$ cat src/rtl/breath_ctrl_pkg.sv
// breath_ctrl_pkg
// Shared definitions for the LED breathing sequencer: the FSM state
// encoding (also visible on the state port) and a width helper used to size
// the duty and hold counters from the module parameters.
package breath_ctrl_pkg;

   typedef enum logic [2:0] {
      ST_IDLE      = 3'd0,
      ST_RAMP_UP   = 3'd1,
      ST_HOLD_HI   = 3'd2,
      ST_RAMP_DOWN = 3'd3,
      ST_HOLD_LO   = 3'd4,
      ST_DONE      = 3'd5
   } breathState_e;

   localparam int STATE_W = 3;

   // Number of bits needed to hold every value from 0 up to maxVal.
   // Never returns less than 1 so that degenerate parameters still give a
   // legal vector.
   function automatic int widthFor(input int maxVal);
      int w;
      w = $clog2(maxVal + 1);
      return (w < 1) ? 1 : w;
   endfunction

endpackage

$ cat src/rtl/breath_ctrl_pwm_timebase.sv
// pwm_timebase
// Microsecond prescaler and PWM position counter for the breathing LED.
// us_cnt divides the clock down to 1 us ticks; pos_cnt walks through the PWM
// period one microsecond at a time. Both counters are held at zero while clr
// is high so that a fresh enable always starts on a period boundary.
//
// Ports:
//   clk      in   system clock
//   rst_n    in   asynchronous active-low reset
//   clr      in   synchronous clear of both counters
//   tick_us  out  high on the last clk of each microsecond
//   tick_per out  high on the last clk of each PWM period
//   pos_cnt  out  position inside the PWM period, 0..PWM_PERIOD_US-1
module pwm_timebase #(
   parameter int CLK_PER_US    = 24,
   parameter int PWM_PERIOD_US = 1000,
   parameter int PW            = 10
) (
   input  logic          clk,
   input  logic          rst_n,
   input  logic          clr,
   output logic          tick_us,
   output logic          tick_per,
   output logic [PW-1:0] pos_cnt
);

   localparam int UW = $clog2(CLK_PER_US);

   logic [UW-1:0] us_q;
   logic [UW-1:0] us_d;
   logic [PW-1:0] pos_q;
   logic [PW-1:0] pos_d;

   assign tick_us  = (us_q == UW'(CLK_PER_US - 1));
   assign tick_per = tick_us && (pos_q == PW'(PWM_PERIOD_US - 1));
   assign pos_cnt  = pos_q;

   // Next-state for the two cascaded counters. The position counter only
   // moves on a microsecond tick and wraps at the end of the period.
   always_comb begin
      us_d  = us_q;
      pos_d = pos_q;
      if (clr) begin
         us_d  = '0;
         pos_d = '0;
      end else begin
         us_d = tick_us ? '0 : us_q + UW'(1);
         if (tick_per) begin
            pos_d = '0;
         end else if (tick_us) begin
            pos_d = pos_q + PW'(1);
         end
      end
   end

   // Counter registers, cleared asynchronously on reset.
   always_ff @(posedge clk or negedge rst_n) begin
      if (!rst_n) begin
         us_q  <= '0;
         pos_q <= '0;
      end else begin
         us_q  <= us_d;
         pos_q <= pos_d;
      end
   end

endmodule

$ cat src/rtl/breath_ctrl.sv
// breath_ctrl
// Breathing-LED sequencer. Steps the PWM duty up one microsecond per PWM
// period, holds at full brightness, steps back down, holds dark, and then
// either repeats or parks in DONE when one_shot is set. Dropping en aborts
// immediately back to IDLE with the LED off.
//
// Ports:
//   clk        in   system clock
//   rst_n      in   asynchronous active-low reset
//   en         in   run enable, level-sensitive
//   one_shot   in   1 = stop after one breath, 0 = repeat
//   led_out    out  registered PWM output to the LED pin
//   duty       out  current duty in us (0..PWM_PERIOD_US)
//   state      out  FSM state encoding
//   cycle_done out  one-clk pulse at the end of each completed breath
module breath_ctrl
   import breath_ctrl_pkg::*;
#(
   parameter int   CLK_PER_US    = 24,
   parameter int   PWM_PERIOD_US = 1000,
   parameter int   HOLD_HI_MS    = 200,
   parameter int   HOLD_LO_MS    = 200,
   localparam int  DW            = widthFor(PWM_PERIOD_US)
) (
   input  logic               clk,
   input  logic               rst_n,
   input  logic               en,
   input  logic               one_shot,
   output logic               led_out,
   output logic [DW-1:0]      duty,
   output logic [STATE_W-1:0] state,
   output logic               cycle_done
);

   localparam int HOLD_MAX = (HOLD_HI_MS > HOLD_LO_MS) ? HOLD_HI_MS : HOLD_LO_MS;
   localparam int HW       = widthFor(HOLD_MAX);

   breathState_e  state_q;
   breathState_e  state_d;
   logic [DW-1:0] duty_q;
   logic [DW-1:0] duty_d;
   logic [HW-1:0] hold_q;
   logic [HW-1:0] hold_d;
   logic          cdone_q;
   logic          cdone_d;
   logic          led_q;
   logic          led_d;

   logic          tickUs;
   logic          tickPer;
   logic [DW-1:0] pos;
   logic          stepTick;

   pwm_timebase #(
      .CLK_PER_US    (CLK_PER_US),
      .PWM_PERIOD_US (PWM_PERIOD_US),
      .PW            (DW)
   ) u_timebase (
      .clk      (clk),
      .rst_n    (rst_n),
      .clr      (!en),
      .tick_us  (tickUs),
      .tick_per (tickPer),
      .pos_cnt  (pos)
   );

   // Profile steps land only on the last microsecond of a PWM period, so the
   // duty never changes part-way through a period and the LED never glitches.
   assign stepTick = tickUs && tickPer;

   // Breathing FSM next-state. Everything defaults to "hold"; en low
   // overrides the whole profile and also suppresses the end-of-breath pulse
   // when both happen on the same clk.
   always_comb begin
      state_d = state_q;
      duty_d  = duty_q;
      hold_d  = hold_q;
      cdone_d = 1'b0;
      if (!en) begin
         state_d = ST_IDLE;
         duty_d  = '0;
         hold_d  = '0;
      end else begin
         case (state_q)
            ST_IDLE: begin
               state_d = ST_RAMP_UP;
               duty_d  = '0;
               hold_d  = '0;
            end
            ST_RAMP_UP: begin
               if (stepTick) begin
                  duty_d = duty_q + DW'(1);
                  if (duty_q == DW'(PWM_PERIOD_US - 1)) begin
                     state_d = ST_HOLD_HI;
                     hold_d  = '0;
                  end
               end
            end
            ST_HOLD_HI: begin
               if (stepTick) begin
                  if (hold_q == HW'(HOLD_HI_MS - 1)) begin
                     state_d = ST_RAMP_DOWN;
                     hold_d  = '0;
                  end else begin
                     hold_d = hold_q + HW'(1);
                  end
               end
            end
            ST_RAMP_DOWN: begin
               if (stepTick) begin
                  duty_d = duty_q - DW'(1);
                  if (duty_q == DW'(1)) begin
                     state_d = ST_HOLD_LO;
                     hold_d  = '0;
                  end
               end
            end
            ST_HOLD_LO: begin
               if (stepTick) begin
                  if (hold_q == HW'(HOLD_LO_MS - 1)) begin
                     cdone_d = 1'b1;
                     hold_d  = '0;
                     duty_d  = '0;
                     state_d = one_shot ? ST_DONE : ST_RAMP_UP;
                  end else begin
                     hold_d = hold_q + HW'(1);
                  end
               end
            end
            ST_DONE: begin
               duty_d = '0;
            end
            default: begin
               state_d = ST_IDLE;
               duty_d  = '0;
               hold_d  = '0;
            end
         endcase
      end
   end

   // The LED compare uses the registered duty and position so that the pin
   // is driven straight from a flop, one clk behind the counters.
   assign led_d = en && (pos < duty_q);

   // State, duty, hold counter and output registers.
   always_ff @(posedge clk or negedge rst_n) begin
      if (!rst_n) begin
         state_q <= ST_IDLE;
         duty_q  <= '0;
         hold_q  <= '0;
         cdone_q <= 1'b0;
         led_q   <= 1'b0;
      end else begin
         state_q <= state_d;
         duty_q  <= duty_d;
         hold_q  <= hold_d;
         cdone_q <= cdone_d;
         led_q   <= led_d;
      end
   end

   assign led_out    = led_q;
   assign duty       = duty_q;
   assign state      = state_q;
   assign cycle_done = cdone_q;

endmodule

$ cat config.mk
export PLATFORM = sky130hd
export DESIGN_NAME = breath_ctrl
export DESIGN_NICKNAME = d
export VERILOG_FILES = /design/src/rtl/breath_ctrl_pkg.sv /design/src/rtl/breath_ctrl_pwm_timebase.sv /design/src/rtl/breath_ctrl.sv
export SDC_FILE = /design/constraint.sdc
export NUM_CORES = 1
export LEC_CHECK = 0
export ABC_AREA = 1
export ABC_CLOCK_PERIOD_IN_PS = 1600
export CAP_MARGIN = 25
export CORE_AREA = 2 2 57 112
export DETAILED_ROUTE_END_ITERATION = 6
export DIE_AREA = 0 0 59 114
export PLACE_DENSITY = 0.74
export SYNTH_ARGS = -nofsm -noshare
export SYNTH_HDL_FRONTEND = slang
export SYNTH_HIERARCHICAL = 1
export SYNTH_SLANG_ARGS = --single-unit
$ cat constraint.sdc
create_clock -name clk -period 1.6 [get_ports clk]
set_input_delay 0.48 -clock clk [delete_from_list [all_inputs] [get_ports clk]]
set_output_delay 0.48 -clock clk [all_outputs]
set_load 0.02 [all_outputs]
# Word-level counts from Yosys, hierarchy flattened
# Cells that the tools add are included.
# totals
reg_bits,38
latchBits,0
mem_bits_rw,0
mem_bits_ro,0
in_bits,4
out_inout_bits,15
wordCells,77
n_memories,0
# op_classes
addsub,5
multipliers,0
div_mod_pow,0
order_cmp,1
n_eq_ne,22
n_shift,0
n_mux,34
bitwise_logic,0
n_reduce_logical,8
# op_table
cell,n
$mux W10,8
$mux W8,7
$pmux W10 S4,1
$pmux W8 S4,1
$mux W3,10
$ne A3 B3 Y1 const B,8
$add A10 B1 Y10 const B,2
$eq A10 B10 Y1 const B,2
$pmux W3 S6,1
$eq A10 B1 Y1 const B,1
$lt A10 B10 Y1,1
$mux W5,2
$sub A10 B1 Y10 const B,1
$reduce_and A9 Y1,1
$add A8 B1 Y8 const B,1
$eq A8 B8 Y1 const B,1
$eq A3 B2 Y1 const B,2
$eq A3 B3 Y1 const B,2
$reduce_and A6 Y1,1
$add A5 B1 Y5 const B,1
$eq A5 B5 Y1 const B,1
$reduce_and A5 Y1,1
$mux W1,4
$ne A2 B2 Y1 const B,2
6 further kinds,8

# Depth between registers and ports, before layout
# Gate-level depths: netlist of the first run.
# logic_depth
depth_word,6
ltp_mapped,14
ltp_nobuf,14

# Hierarchy
# Netlist of the first run, hierarchy kept.
# by_module_without_submodules
mod,n_inst,cells_per_inst,area_each_um2,seq_area_each_um2
breath_ctrl,1,339,2198.4,575.6
pwm_timebase,1,98,852.1,375.4

# Worst setup path before layout of the first run
# Ideal clock, no wire load.
# synth_timing
kind,flip-flop to flip-flop
startpoint,register u_timebase.us_q[0]
endpoint,"register duty_q[6], in the netlist duty[6]"
setup_ns,0.066
t_arrival_ns,1.643
required_time_ns,1.534
path_slack_ns,-0.108
stages_incl_launch_ff,14
n_path_buf,1
period_less_slack_ns,1.708
path_cell_list,dfrtp_1 -> ha_1 -> nand2_2 -> inv_2 -> nand2_4 -> nor2_2 -> nand2_2 -> inv_1 -> a21oi_4 -> nand2_1 -> nand3_4 -> buf_6 -> nand2_1 -> nand2_1
# synth_via
elab_chain_len,5
word_cells_on_any_way,7
cone_classes,eq/ne (4); reduce/logical (3)
# synth_rtl
element,line_no,rtl
from (decl),breath_ctrl_pwm_timebase.sv:29,logic [UW-1:0] us_q;
from (signal assigned),breath_ctrl_pwm_timebase.sv:62,us_q <= us_d;
$eq A5 B5 Y1 *,breath_ctrl_pwm_timebase.sv:34,assign tick_us = (us_q == UW'(CLK_PER_US - 1));
$logic_and A1 B1 Y1 *,breath_ctrl_pwm_timebase.sv:35,assign tick_per = tick_us && (pos_q == PW'(PWM_PERIOD_US - 1));
via tickPer,breath_ctrl.sv:50,logic tickPer;
$logic_and A1 B1 Y1 *,breath_ctrl.sv:69,assign stepTick = tickUs && tickPer;
$ne A3 B3 Y1 (no source line),n/a,
$reduce_and A5 Y1 (no source line) *,n/a,
to (signal assigned),breath_ctrl.sv:156,duty_q <= duty_d;
to (decl),breath_ctrl.sv:40,logic [DW-1:0] duty_q;
# The timed path passes the listed nets; every way through them passes the cells marked *.
# A chain may end at the register's enable or synchronous reset.

# Worst setup path after layout of the first run
# layout_timing
startpoint,register u_timebase.us_q[0]
endpoint,register hold_q[4]
# layout_via
elab_chain_len,5
word_cells_on_any_way,7
cone_classes,eq/ne (4); reduce/logical (3)
# layout_rtl
element,line_no,rtl
$eq A5 B5 Y1 *,breath_ctrl_pwm_timebase.sv:34,
$logic_and A1 B1 Y1 *,breath_ctrl_pwm_timebase.sv:35,
via tickPer,breath_ctrl.sv:50,
$logic_and A1 B1 Y1 *,breath_ctrl.sv:69,
$ne A3 B2 Y1 (no source line) / $ne A3 B3 Y1 (equally long branches),n/a,
$reduce_and A6 Y1 (no source line) *,n/a,
to (signal assigned),breath_ctrl.sv:157,hold_q <= hold_d;
to (decl),breath_ctrl.sv:42,logic [HW-1:0] hold_q;
# Marked as above.

==> impl_metrics.csv, run 1 <==
group,metric,value,unit
sta,hold_viol_final,0,
routing,drtPass1Iterations,4,
setup_path,start_kind,"flop",
setup_path,crit_family,"simple AND/OR/NAND/NOR gates",
placement,globalplace.congestion,0.941,
finish,n_antenna_cell,0,
setup_path,cp.required,1.77,ns
logic_synthesis,ys_types,41,
pwr,leakage,2.07,nW
logic_synthesis,synth_top_area_share,31.2,%
placement,dp_hpwl,5860,um
setup_path,startpoint,"u_timebase/us_q[0]",
cts,cts_buffer_depth,2,
sta,fin_crit_sh,103,%
sta,period_needed,1.65,ns
routing,wirelength,7590,um
logic_synthesis,syn-instance-count,437,
placement,io_buffers,18,
logic_synthesis,synthTopCellsByArea,"dfrtp_1, nand2_1, nand3_1",
logic_synthesis,yosys_warnings,6,
pwr,power.density,1010,nW/um^2
global_routing,track_usage,24.9,%
finish,drive_gt1_share,25.4,%
cts,ctsHoldBuffers,0,
sta,rsz0062_at_grt,"true",
logic_synthesis,syn_area,3050,um^2
routing,wl_per_cell,13.3,um
logic_synthesis,synth_seq_area_share,31.2,%
placement,dp.cells,560,
sta,clock.fmax,606,MHz
finish,multi_input_area,1850,um^2
floorplanning,die_area,6730,um^2
logic_synthesis,synth.avg_cell_area,6.98,um^2
sta,whs,0.135,ns
cts,numCtsBuffers,5,
logic_synthesis,synth_ff_type,"dfrtp_1",
sta,slew_headroom,70.6,%
cts,ctsHtreeMaxLevel,2,
routing,avgViaCountPerCell,5.30,
logic_synthesis,ys_ff_latch,38,
setup_path,max_stage_delay,0.36,ns
cts,clock-sinks,38,
sta,report.final.slew_viol_count,0,
finish,syn2layout_area_growth,26.6,%
setup_path,rr_startpoint,"u_timebase/us_q[0]",
floorplanning,die_y,114,um
sta,setup_ws,-0.0511,ns
hold_path,hp-class,"in -> async",
setup_path,crit_type,"reg -> reg",
sta,skew,0.00402,ns
cts,cts_tree,"done",
routing,vias,3029,
setup_path,worstPathMaxFanout,8,
finish,layout.nets,528,
finish,ff_latch_area,951,um^2
cts,clk_latency,0.28,ns
finish,final_cells,571,
setup_path,crit_top_cell,"nand2_4",
global_routing,grt_pass1_vias,2931,
setup_path,path_buf_inv,3,
finish,fillers,546,
pwr,power.total,0.00388,W
logic_synthesis,postSynth.asyncResetShare,100,%
status,violations,"negative setup slack",
global_routing,grt_pass1_wl,13100,um
global_routing,antenna_found_initial,0,
setup_path,endpoint_kind,"flop",
cts,cts_root_buffer,"clkbuf_16",
floorplanning,num_rows,40,
floorplanning,initial_core_util,51.7,%
floorplanning,fp.coreArea,5910,um^2
routing,drc,0,
floorplanning,io_pins,19,
cts,clkTransAtPathRegs,0.05,ns
pwr,irDropWorstVdd,737,uV
global_routing,grt_max_degree,23,
global_routing,grt_overflow,0,
setup_path,path_cells,"ha_2 > nand2_2 > inv_2 > nand2_4 > nor2_4 > nand2_4 > inv_4 > a21oi_4 > nand2_4 > nand2_4 > inv_6 > nand3_4 > nand2_2 > nand2_1",
run,drv_cap,0,
setup_path,cp_slowest_cell,"dfrtp_1",
setup_path,cp.arrival,1.82,ns
routing,dr.first_iter.drc_count,141,
logic_synthesis,synth_top_area_cell,"dfrtp_1",
routing,ant_nets,0,
logic_synthesis,synth-edff-count,0,
floorplanning,die_w,59,um
logic_synthesis,synth_fp_nets,456,
status,outcome,"complete, but fails checks",
sta,tightest_slew,0.441,ns
sta,setup_viol,21,
[cells in the final DEF, fill, tap and decap left out, types with 2 or more instances in the layout]
| cell | Yosys | final |
|---|---|---|
| nor3_1 | 4 | 4 |
| nand2_1 | 129 | 122 |
| nand3_1 | 54 | 54 |
| nand4_1 | 9 | 9 |
| o21ai_0 | 13 | 13 |
| nor2_4 | 4 | 5 |
| nor2_1 | 42 | 42 |
| nand2_4 | 5 | 6 |
| ha_1 | 15 | 14 |
| clkbuf_16 | 0 | 5 |
| nand3_2 | 4 | 4 |
| dfrtp_1 | 38 | 38 |
| buf_12 | 0 | 4 |
| inv_2 | 8 | 9 |
| a21oi_1 | 13 | 13 |
| nand3_4 | 2 | 2 |
| clkdlybuf4s50_1 | 0 | 2 |
| buf_4 | 1 | 53 |
| xor2_1 | 4 | 4 |
| dlygate4sd2_1 | 0 | 14 |
| nor2_2 | 10 | 9 |
| nand2_2 | 13 | 19 |
| o21a_1 | 2 | 2 |
| inv_4 | 2 | 3 |
| inv_1 | 40 | 38 |
[synth_stat cells (4+ instances only)]
| library cell | instances |
|---|---|
| nand2_4 | 5 |
| inv_1 | 40 |
| nand2_2 | 13 |
| nor3_1 | 4 |
| o21ai_0 | 13 |
| dfrtp_1 | 38 |
| a21oi_1 | 13 |
| inv_2 | 8 |
| nand2_1 | 129 |
| xor2_1 | 4 |
| nor2_4 | 4 |
| nand3_1 | 54 |
| nand3_2 | 4 |
| nor2_1 | 42 |
| nand4_1 | 9 |
| nor2_2 | 10 |
| buf_2 | 5 |
| ha_1 | 15 |
[path summary, 6_finish.rpt]
path | to | slack, ns | cells after the start
worst max-delay path | hold_q[4] | -0.05 | 14
worst min-delay path | duty[7] | 0.13 | 1
worst max register to register | hold_q[4] | -0.05 | 14
worst min register to register | hold_q[7] | 0.52 | 2
max in group asynchronous | u_timebase/us_q[3] | 1.00 | 2
min in group clk | hold_q[7] | 0.52 | 2
[what timing repair did]
action | CTS | global route
resized for setup | 18 | 4
pin swaps | 6 | 6
endpoints found under the setup margin | 36 | 23
buffers inserted | 2 | 3
[worst register-to-register path: cells and delay by family (launching register included)]
family | cells | cell delay, ns
compound gates | 1 | 0.07
fa+ha+maj | 1 | 0.19
flops | 1 | 0.36
simple gates | 9 | 0.71
buf+inv | 3 | 0.23
[metal layers]
layer	share of wire, %	vias up	GRT usage, %	wire [um]
met5	0	-	0	0
met4	2.7	0	10.6	203
met3	3.3	14	3.63	251
met2	51	70	42.8	3900
met1	43	1394	29.9	3230
li1	-	1551	-	-
[logic make-up (layout without fill, tap and decap cells)]
kind of cell / Yosys count / count (layout) / share of synthesized area, %
AO/OA/AOI/OAI: 38 / 38 / 7.51
XOR/XNOR: 4 / 4 / 1.15
adder cells (fa/ha/maj): 15 / 15 / 6.15
buffers and inverters: 62 / 133 / 9.19
flip-flops: 38 / 38 / 31.2
AND/OR/NAND/NOR: 280 / 280 / 44.8
[state kept, by name (all words and copies together), names as in the netlist]
signal	cells
cycle_done	1
duty	10
hold_q	8
led_out	1
state	3
u_timebase/pos_cnt	10
u_timebase/us_q	5
[where the power goes]
| group | total [W] | internal (W) | switching, W |
|---|---|---|---|
| logic | 0.00181 | 0.000665 | 0.00115 |
| clock network | 0.000965 | 0.000602 | 0.000363 |
| registers | 0.00111 | 0.00104 | 0.0000656 |
[area by class of cell]
class,instances,share of cell area [%]
Multi-Input combinational cell,337,47.9
Sequential cell,38,24.6
Timing Repair Buffer,75,16.5
Inverter,52,5.38
Clock buffer,6,3.60
Tap cell,63,2.04
[per-stage QoR]
| step | area (um^2) | setup TNS, ns | setup slack, ns | util [%] |
|---|---|---|---|---|
| finish | 3860 | -0.533 | -0.0511 | 65.4 |
| detailed placement | 3690 | -7.49 | -0.292 | 62.5 |
| CTS | 3830 | -0.0811 | -0.0220 | 64.9 |
| global route | 3860 | -3.20 | -0.169 | 65.4 |
| global placement | 3690 | -6.69 | -0.254 | 62.5 |
| floorplan | 3070 | 0 | 0.000577 | - |
(Power assumes the default switching activity.)
==> run 2: changes to the inputs <==
- CORE_AREA: 2 2 57 112 -> 2 2 56 110
- CTS_BUF_LIST: default -> sky130_fd_sc_hd__clkbuf_4 sky130_fd_sc_hd__clkbuf_8
- CTS_CLUSTER_SIZE: default -> 8
- DIE_AREA: 0 0 59 114 -> 0 0 58 112
- PLACE_DENSITY: 0.74 -> 0.76
==> run 2 against run 1 <==
  * Worst hold slack improved by 0.0020 ns
  * Critical endpoint is now hold_q[0]
  * Critical path depth did not move
  * The run still ends with negative setup slack left
  * Combinational power rose by 3%
  * Maximum frequency fell by 2.7%
==> impl_metrics.csv, run 2 (synthesis results as in run 1) <==
group,metric,value,unit
global_routing,grt_pass1_vias,3068,
cts,numCtsBuffers,5,
finish,layout.nets,524,
routing,drtPass1Iterations,4,
cts,cts_tree,"done",
routing,avgViaCountPerCell,5.44,
routing,wl_per_cell,14.2,um
routing,dr.first_iter.drc_count,184,
setup_path,endpoint_kind,"flop",
sta,clock.fmax,589,MHz
global_routing,grt_pass1_wl,13400,um
setup_path,cp-endpoint,"hold_q[0]",
sta,setup_viol,21,
hold_path,hp-class,"in -> async",
setup_path,max_stage_delay,0.40,ns
routing,drc,0,
setup_path,startpoint,"u_timebase/us_q[1]",
floorplanning,io_pins,19,
setup_path,worstPathMaxFanout,4,
floorplanning,die_y,112,um
placement,dpl_cell_area,3620,um^2
sta,rsz0062_at_grt,"true",
finish,n_antenna_cell,0,
setup_path,crit_type,"reg -> reg",
setup_path,crit_top_cell,"nand2_4",
setup_path,timing.rr.end,"hold_q[0]",
routing,ant_nets,0,
sta,report.final.slew_viol_count,0,
setup_path,cp.required,1.79,ns
floorplanning,die_w,58,um
setup_path,path_cells,"ha_2 > nand2_2 > inv_2 > nand2_4 > nor2_4 > nand2_4 > inv_4 > a21oi_4 > nand2_4 > nand2_4 > inv_6 > buf_12 > nand3_1 > nand2_1",
floorplanning,initial_core_util,53.9,%
floorplanning,die_area,6500,um^2
cts,clkTransAtPathRegs,0.08,ns
pwr,power.density,967,nW/um^2
sta,whs,0.137,ns
cts,ctsHoldBuffers,0,
status,violations,"negative setup slack",
status,outcome,"complete, but fails checks",
cts,clk_latency,0.31,ns
setup_path,start_kind,"flop",
pwr,leakage,2.01,nW
finish,fin_area,3770,um^2
setup_path,cp.arrival,1.89,ns
sta,tightest_slew,0.294,ns
global_routing,grt_overflow,0,
placement,dp_hpwl,6230,um
setup_path,rr_startpoint,"u_timebase/us_q[1]",
routing,vias,3079,
sta,slew_headroom,80.3,%
floorplanning,fp.coreArea,5660,um^2
sta,skew,0.0151,ns
global_routing,track_usage,26.5,%
sta,setup_tns,-1.23,ns
pwr,irDropWorstVdd,850,uV
routing,wirelength,8010,um
cts,cts_buffer_depth,2,
run,drv_cap,0,
global_routing,antenna_found_initial,0,
floorplanning,num_rows,39,
sta,hold_viol_final,0,
sta,setup_ws,-0.0968,ns
sta,period_needed,1.70,ns
sta,fin_crit_sh,106,%
finish,layout_commonest_cell,"nand2_1",
finish,syn2layout_area_growth,23.6,%
setup_path,reg2reg_depth,14,
finish,drive_gt1_share,25.9,%
global_routing,grt_max_degree,39,
finish,final_cell_mix,"nand2_1, nand3_1, buf_4",
cts,clock-sinks,38,
placement,io_buffers,18,
placement,globalplace.congestion,0.896,
cts,cts_root_buffer,"clkbuf_8",
setup_path,ff2ff_setup_slack,-0.1,ns
cts,ctsHtreeMaxLevel,2,
setup_path,cp_slowest_cell,"dfrtp_1",
==> run 2: cell count changes in the layout (fill, tap and decap cells not counted), sizes merged <==
cell	previous run	this run
buf	58	54
clkdlybuf4s15	1	4
dlygate4sd2	14	11
clkbuf	6	7
==> run 2: metal layers <==
| metal | vias to the layer above | GRT usage, % | routed length [um] |
|---|---|---|---|
| met5 | - | 0 | 0 |
| met4 | 0 | 14.6 | 357 |
| met3 | 29 | 3.95 | 241 |
| met2 | 79 | 49.9 | 4520 |
| met1 | 1429 | 26.0 | 2890 |
| li1 | 1542 | - | - |
==> run 2: per-stage QoR <==
| stage | utilization (%) | std cells | power (W) | setup WS, ns |
|---|---|---|---|---|
| floorplan | - | 437 | 0.00235 | 0.000577 |
| global placement | 63.9 | 552 | 0.00290 | -0.216 |
| detailed placement | 63.9 | 552 | 0.00294 | -0.250 |
| CTS | 65.6 | 562 | 0.00358 | -0.0708 |
| global route | 66.6 | 566 | 0.00390 | -0.209 |
| finish | 66.6 | 566 | 0.00365 | -0.0968 |
==> run 2: worst min-delay path by stage <==
stage                     start    endpoint  depth (start not counted)
after CTS                 rst_n     duty[8]                          2
after global placement    rst_n     duty[4]                          2
after floorplan           rst_n  cycle_done                          0
final                     rst_n     duty[8]                          2
after global routing      rst_n     duty[8]                          2
after detailed placement  rst_n     duty[0]                          2
==> run 2: power by group <==
part	total (W)	internal (W)	switching, W
logic	0.00186	0.000695	0.00116
clock network	0.000677	0.000334	0.000342
registers	0.00111	0.00104	0.0000707
==> run 2: what timing repair did <==
item,CTS,global route
setup buffers,3,4
resized for setup,19,11
pin swaps,6,5
setup endpoints to repair,36,27
endpoints found under the hold margin,0,0
==> run 2: cell type report <==
type / instances / area (um^2)
Multi-Input combinational cell: 337 / 1850
Fill cell: 506 / 1890
Tap cell: 61 / 76.3
Clock buffer: 7 / 83.8
Inverter: 52 / 208
Timing Repair Buffer: 71 / 597
Sequential cell: 38 / 955
==> run 2: worst max-delay path, delay by kind of cell, from the launching register on <==
| kind | cells | cell delay [ns] |
|---|---|---|
| AOI/OAI and AO/OA | 1 | 0.18 |
| adders and majority gates | 1 | 0.19 |
| buffers and inverters | 4 | 0.27 |
| DFF | 1 | 0.40 |
| and+or+nand+nor | 8 | 0.56 |
